`src/rtl/ad7606_pkg.sv`:
```
// Shared AD7606 types: sample/channel widths used by the controller, averager and DA stages.
package ad7606_pkg;

    localparam int AD_SAMPLE_W   = 16;
    localparam int AD_NUM_CH_MAX = 8;

    typedef logic signed [AD_SAMPLE_W-1:0] ad_sample_t;
    typedef logic [2:0]                    ad_ch_t;

    typedef enum logic {
        ST_IDLE  = 1'b0,
        ST_DRAIN = 1'b1
    } ad_avg_state_t;

endpackage

```
`src/rtl/ad7606_ch_avg.sv`:
```
// Per-channel boxcar averager of 2**AVG_LOG2 AD7606 frames, drained as a valid/ready stream.
// Define AD_AVG_ROUND_EN for round-half-up with saturation instead of floor truncation.
module ad7606_ch_avg
    import ad7606_pkg::*;
#(
    parameter int NUM_CH   = 8,
    parameter int AVG_LOG2 = 4
) (
    input  logic       clk,
    input  logic       rst,
    input  logic       s_valid,
    input  ad_sample_t s_data,
    input  logic       s_first,
    output logic       m_valid,
    input  logic       m_ready,
    output ad_sample_t m_data,
    output ad_ch_t     m_ch,
    output logic       m_last,
    output logic       frame_err,
    output logic       ovf
);

    localparam int ACC_W = AD_SAMPLE_W + AVG_LOG2;
    localparam int CI_W  = $clog2(NUM_CH + 1);
    localparam int FC_W  = (AVG_LOG2 > 0) ? AVG_LOG2 : 1;

    localparam logic [CI_W-1:0] END_CI  = CI_W'(NUM_CH);
    localparam logic [CI_W-1:0] LAST_CI = CI_W'(NUM_CH - 1);
    localparam ad_ch_t          LAST_RD = ad_ch_t'(NUM_CH - 1);
    localparam logic [FC_W-1:0] FC_MAX  = FC_W'((1 << AVG_LOG2) - 1);

    localparam logic signed [ACC_W:0] RND_ADD = (ACC_W+1)'((1 << AVG_LOG2) >> 1);
    localparam logic signed [ACC_W:0] SAT_MAX = (ACC_W+1)'(32767);

    typedef logic signed [ACC_W-1:0] acc_t;

    function automatic ad_sample_t scale(input acc_t a);
        logic signed [ACC_W:0] t;
        logic signed [ACC_W:0] s;
`ifdef AD_AVG_ROUND_EN
        t = {a[ACC_W-1], a} + RND_ADD;
        s = t >>> AVG_LOG2;
        if (s > SAT_MAX)
            return 16'sh7FFF;
        return ad_sample_t'(s);
`else
        t = {a[ACC_W-1], a};
        s = t >>> AVG_LOG2;
        return ad_sample_t'(s);
`endif
    endfunction

    acc_t            acc     [NUM_CH];
    acc_t            acc_nxt [NUM_CH];
    ad_sample_t      res     [NUM_CH];
    logic [CI_W-1:0] ch_idx, ch_idx_nxt;
    logic [FC_W-1:0] frame_cnt, fc_nxt;
    logic            err_nxt, batch_done, load, last_hs;
    ad_avg_state_t   state, state_nxt;
    ad_ch_t          rd_idx, rd_nxt;
    acc_t            smp_ext;

    assign smp_ext = acc_t'(s_data);

    // Channel tracking, framing checks and accumulation for the incoming sample.
    always_comb begin
        acc_nxt    = acc;
        ch_idx_nxt = ch_idx;
        fc_nxt     = frame_cnt;
        err_nxt    = 1'b0;
        batch_done = 1'b0;
        if (s_valid) begin
            if (s_first) begin
                if (ch_idx != '0 && ch_idx != END_CI) begin
                    err_nxt = 1'b1;
                    fc_nxt  = '0;
                    for (int c = 0; c < NUM_CH; c++)
                        acc_nxt[c] = '0;
                end
                acc_nxt[0] = acc_nxt[0] + smp_ext;
                ch_idx_nxt = CI_W'(1);
            end else if (ch_idx == '0 || ch_idx == END_CI) begin
                err_nxt = 1'b1;
            end else begin
                for (int c = 0; c < NUM_CH; c++)
                    if (ch_idx == CI_W'(c))
                        acc_nxt[c] = acc_nxt[c] + smp_ext;
                ch_idx_nxt = ch_idx + 1'b1;
                if (ch_idx == LAST_CI) begin
                    if (frame_cnt == FC_MAX)
                        batch_done = 1'b1;
                    else
                        fc_nxt = frame_cnt + 1'b1;
                end
            end
        end
    end

    // A drain finishing in the same cycle frees the bank for the new batch.
    assign last_hs = (state == ST_DRAIN) && m_ready && (rd_idx == LAST_RD);
    assign load    = batch_done && ((state == ST_IDLE) || last_hs);

    always_ff @(posedge clk) begin
        if (rst) begin
            for (int c = 0; c < NUM_CH; c++) begin
                acc[c] <= '0;
                res[c] <= '0;
            end
            ch_idx    <= '0;
            frame_cnt <= '0;
            frame_err <= 1'b0;
            ovf       <= 1'b0;
        end else begin
            ch_idx    <= ch_idx_nxt;
            frame_err <= err_nxt;
            ovf       <= batch_done && !load;
            if (batch_done) begin
                frame_cnt <= '0;
                for (int c = 0; c < NUM_CH; c++)
                    acc[c] <= '0;
            end else begin
                frame_cnt <= fc_nxt;
                for (int c = 0; c < NUM_CH; c++)
                    acc[c] <= acc_nxt[c];
            end
            if (load)
                for (int c = 0; c < NUM_CH; c++)
                    res[c] <= scale(acc_nxt[c]);
        end
    end

    always_ff @(posedge clk) begin
        if (rst) begin
            state  <= ST_IDLE;
            rd_idx <= '0;
        end else begin
            state  <= state_nxt;
            rd_idx <= rd_nxt;
        end
    end

    always_comb begin
        state_nxt = state;
        rd_nxt    = rd_idx;
        m_valid   = 1'b0;
        m_last    = 1'b0;
        m_ch      = rd_idx;
        m_data    = '0;
        if (state == ST_DRAIN) begin
            m_valid = 1'b1;
            m_last  = (rd_idx == LAST_RD);
            if (m_ready) begin
                if (rd_idx == LAST_RD)
                    state_nxt = ST_IDLE;
                else
                    rd_nxt = rd_idx + 1'b1;
            end
        end
        for (int c = 0; c < NUM_CH; c++)
            if (rd_idx == ad_ch_t'(c))
                m_data = res[c];
        if (load) begin
            state_nxt = ST_DRAIN;
            rd_nxt    = '0;
        end
    end

endmodule

```
`config.mk`:
```
export PLATFORM = sky130hd
export DESIGN_NAME = ad7606_ch_avg
export DESIGN_NICKNAME = d
export VERILOG_FILES = /design/src/rtl/ad7606_pkg.sv /design/src/rtl/ad7606_ch_avg.sv
export SDC_FILE = /design/constraint.sdc
export NUM_CORES = 1
export LEC_CHECK = 0
export ABC_AREA = 0
export CAP_MARGIN = 20
export CORE_ASPECT_RATIO = 0.8
export CORE_UTILIZATION = 65
export CTS_BUF_LIST = sky130_fd_sc_hd__clkbuf_2 sky130_fd_sc_hd__clkbuf_4 sky130_fd_sc_hd__clkbuf_8
export DETAILED_ROUTE_END_ITERATION = 16
export PLACE_DENSITY = 0.86
export SETUP_SLACK_MARGIN = 0.1
export SYNTH_ARGS = -nofsm -noshare
export SYNTH_HDL_FRONTEND = slang
export SYNTH_SLANG_ARGS = --single-unit
export TNS_END_PERCENT = 30
```
`constraint.sdc`:
```
create_clock -name clk -period 5.35 [get_ports clk]
set_input_delay 1.07 -clock clk [delete_from_list [all_inputs] [get_ports clk]]
set_output_delay 1.07 -clock clk [all_outputs]
set_load 0.03 [all_outputs]
```
* After elaboration in Yosys (flattened, before gate mapping) *
Memory sizes are Yosys's and may differ from the RTL's.
Index checks and enable logic that the tools add are counted.

word-level totals
  bits in latches = 0
  ROM bits = 0
  bits in registers = 174
  memories = 1
  bits of input ports = 21
  memory bits (writable) = 128
  output and inout port bits = 23

operators by class
  equal/unequal tests = 21
  div/mod/pow operators = 0
  multiply operators = 0
  shifts and indexed selects = 0
  order comparisons = 0
  reduce and logical (&&, ||, !) cells = 33
  add/subtract/negate cells = 12
  muxes and demuxes = 56
  bitwise gates (word level) = 11

memory list
  memory  words  bits a word  rd ports  clocked after memory_dff  write ports  RTL line             source
  res     8      16           8         0                         8            ad7606_ch_avg.sv:55  ad_sample_t res [NUM_CH];

operators with widths
  operator               number
  $mux W160              6
  $mux W16               16
  $add A20 B16 Y20       9
  $mux W20               8
  $mux W4                7
  $reduce_and A4 Y1      7
  $mux W1                19
  $eq A4 B3 Y1 const B   4
  $reduce_bool A2 Y1     8
  $eq A3 B3 Y1 const B   4
  $add A4 B1 Y4 const B  2
  $eq A4 B2 Y1 const B   2
  $eq A4 B4 Y1 const B   2
  $or A1 B1 Y1           8
  $eq A3 B2 Y1 const B   2
  $reduce_and A3 Y1      2
  $reduce_or A2 Y1       3
  $logic_and A1 B1 Y1    5
  $reduce_and A5 Y1      1
  $eq A4 B1 Y1 const B   1
  $logic_not A4 Y1       1
  $ne A2 B2 Y1 const B   2
  $ne A4 B4 Y1 const B   1
  $reduce_bool A4 Y1     1
  other kinds (9)        12

* Logic depth before layout (Yosys ltp) *
  depth after elaboration = 11
  depth in mapped cells = 19
  gate-level depth less buffers = 18

* Worst setup path after synthesis *
Ideal clock, no wire load.

  kind = input -> register
  start = input port s_valid
  end = memory res[0][0] (netlist bit) (enable)
  path slack = 0.552 ns
  required time = 4.862 ns
  data arrival time = 4.310 ns
  stages on the path = 4
  cells stage by stage = nor2b_1 -> nand2_1 -> nor2_1 -> a21o_1

RTL lines
  what         RTL line             source
  from (decl)  ad7606_ch_avg.sv:11  input logic s_valid,
  to (decl)    ad7606_ch_avg.sv:55

* Worst setup path in the final report *
  start = register rd_idx[0], in the netlist m_ch[0]
  end = output port m_data[4]

between the ends
  cells in the longest elaborated chain, start to end = 9

ends and longest elaborated chain
  what                    RTL line              source
  from (decl)             ad7606_ch_avg.sv:60   ad_ch_t rd_idx, rd_nxt;
  from (signal assigned)  ad7606_ch_avg.sv:138  rd_idx <= rd_nxt;
  $logic_not A3 Y1        ad7606_ch_avg.sv:160  if (rd_idx == ad_ch_t'(c))
  $mux W16 (7 in series)  ad7606_ch_avg.sv:160
  $mux W16 (*)            ad7606_ch_avg.sv:160
  to (decl)               ad7606_ch_avg.sv:16   output ad_sample_t m_data,

Mark *: on every way between the ends. The rest lies on a longest branch, timed or not.

==> impl_results.md <==
* CTS tree: built
* DRT iter0 DRCs at 2330
* RSZ-0062 raised after global routing: false
* Sum Neg Setup Slack at 0 ns
* Ranking of synthesized cells by area: edfxtp_1 20%, dfxtp_1 18%, ha_1 11%, nor2_1 6.5%, a21oi_1 4.8%
* Worst EP required at 4.28 ns
* Crit share post-route at 93.9%
* Post-synthesis cell type count at 77
* Post-Route WL at 58.7 mm
* Mapped cell area at 19100 sq um
* Simple-Gate Fraction of Synth Area at 18.4%
* GRT Resource Usage Total at 38.7%
* Pins over their slew limit at 0
* Post-route minimum period at 5.03 ns
* Worst Tran Pin Value at 1.10 ns
* Clock Tree Root: clkbuf_8
* Die Y at 155 um
* Vias/cell at 6.72
* Max Cap Viol at 0
* Primary FF master, synth: dfxtp_1
* Synth Area in Compound Gates at 22.9%
* Number of clock sinks at 302
* Vias at 17900
* EDFF count, synth at 128
* Startpoint Class: flip-flop
* Area grow syn2layout at 10.2%
* Mapped Nets at 2389
* Crit Path Max Fanout at 22
* Post-CTS sizing at 0
* Critical path's slowest cell: clkdlybuf4s50_1
* Hold WS at 0.459 ns
* Clock-pin slew on the worst setup and hold paths at 0.07 ns
* Initial antenna violation count at 3
* FF+latch count, synth at 302
* Vias in the first global route at 16900
* Post-synthesis sequential area ratio at 38.3%
* Post-synth top cells: 333 x nor2_1, 182 x a21oi_1, 174 x dfxtp_1
* Xor and xnor area share after synthesis at 5.36%
* Power Total at 5150 uW
* Status: finished, final reports clean
* Critical path arrival at 3.96 ns
* Critical R2R Capture: res[0][15]
* Hold Path Depth at 2
* Syn_area_per_cell at 8.71 sq um
* Die area at 30100 sq um
* Die width at 194 um
* Synth Warn # at 0
* Slew HR at 26.4%
* Final worst slack at 0.324 ns
* Multiplexer area fraction after synthesis at 0.275%
* Hpwl dp at 41.3 mm
* Rows at 55
* Post-synth top area cell: edfxtp_1
* Min-delay src: acc[140]
* Wire length per cell at 22.1 um
* First-pass GRT wire length at 91.1 mm
* CTS H-tree depth at 2
* R2R Path Start: ch_idx[0]
* Clk buf depth at 3
* Synth Area in Adders at 11.6%
* Endpoint class of the critical path: output port
* Dpl ws at 0.550 ns
* Non-Filler Instances at 2657
* Share of layout cells above drive strength 1 at 6.65%
* Worst R2R Path Depth at 16
* Initial core utilization at 66.8%
* Gp weighted congestion at 0.976
* Crit path largest cell delay at 0.78 ns
* Largest net degree at the start of global routing at 79
* DR pass1 iterations at 8
* Final Hold Fails at 0
* CTS Hold Buffers Added at 0
* Routed Antenna Nets at 0
* Peak VDD IR at 0.209 mV
* I/O pins at 44
* Post-synth top area share at 20.1%
* Lkg Pwr at 0.00863 uW
* Number of remaining DRC errors at 0
* Final net count at 2441
* GRT overflow at 0
* WS Path Type: flip-flop to output port
* Ys async rst share at 0%
* Post-CTS setup buffers at 0
* P per Cell Area at 245 nW/um^2
* Hold Path End: acc[140]
* Reg2reg setup slack at 1.10 ns
* Worst skew pair latency at 0.61 ns
* CP most frequent cell: a221oi_1
* Top-count cell post-synth: nor2_1
* Layout Skew at 0.0378 ns
* # placed instances at 2568
* Core ar. at 28600 sq um
* Worst Hold Class: flip-flop to flip-flop
* Highest Clock Rate at 199 MHz
* Inserted Clock Buffers at 48
* Syn Inst Count at 2196
* IO Port Bufs at 43
* Final-report setup violation count at 0
* Largest family of logic cells by synthesized area: compound AO/OA/AOI/OAI gates
* CP cell instances: inv_1 -> ha_1 -> o21ai_0 -> nand2b_1 -> a221oi_1 -> a221oi_1 -> clkdlybuf4s50_1
-- critical path, delay by kind of cell (launching register included) --
kind	cells	cell delay, ns
buffers and inverters	2	0.89
flip-flops	1	0.36
adder cells (fa/ha/maj)	1	0.74
AO/OA/AOI/OAI	3	0.83
AND/OR/NAND/NOR	1	0.54
-- where the power goes --
group | internal [uW] | leakage [uW] | total [uW] | switching, uW
combinational | 199 | 0.00541 | 584 | 385
sequential | 2450 | 0.00270 | 2480 | 28.1
clock | 1100 | 0.000529 | 2090 | 997
total | 3740 | 0.00863 | 5150 | 1410
-- worst max path at each step --
| stage | from | endpoint | slack, ns |
|---|---|---|---|
| floorplan | s_valid | res[0][0] | 0.55 |
| global placement | s_data[1] | res[0][62] | 0.63 |
| detailed placement | s_data[1] | res[0][26] | 0.55 |
| CTS | m_ch[1] | m_data[4] | 0.26 |
| global route | m_ch[0] | m_data[4] | 0.18 |
| finish | m_ch[0] | m_data[4] | 0.32 |
-- layout by cell type, fill, tap and decap left out, drive strengths merged, types with 49 or more instances in the layout --
cell type  netlist  routed
a21o            57      57
a21oi          183     183
a22oi           81      81
and2            74      74
buf             20      49
clkbuf          69      63
dfxtp          174     174
edfxtp         128     128
ha             164     164
inv             68      68
nand2          166     166
nor2           333     333
o21ai          126     126
xnor2           87      87
-- metal layers --
metal	vias up	wire length [um]	global-route usage (%)
met5	-	9	0
met4	2	3110	19.5
met3	248	7810	11.0
met2	1175	24000	56.8
met1	8309	23700	52.1
li1	8120	-	-
-- registers in the layout (all words and copies together), names as in the netlist --
signal / flops
acc: 160
ch_idx: 4
frame_cnt: 4
frame_err: 1
m_ch: 3
ovf: 1
res: 128
state: 1
-- layout make-up --
cell class	instances	area [sq um]
antenna	1	2.50
timing repair buffer	91	823
tap	370	463
clock inverter	25	164
clock buffer	63	817
sequential	302	7330
inverter	70	263
fill	2072	7560
multi-input combinational	1735	11200
-- stage by stage --
| step | cell area, sq um | utilization, % |
|---|---|---|
| after floorplan | 19100 | - |
| after global placement | 20100 | 70.1 |
| after detailed placement | 20100 | 70.1 |
| after CTS | 21100 | 73.6 |
| after global routing | 21100 | 73.6 |
| final | 21100 | 73.6 |
-- cell families after synthesis --
logic type,count (synthesis)
simple gates,775
compound gates,666
xor+xnor,117
fa+ha+maj,172
flops,302
mux,5
buf+inv,159
(Power assumes the default switching activity.)
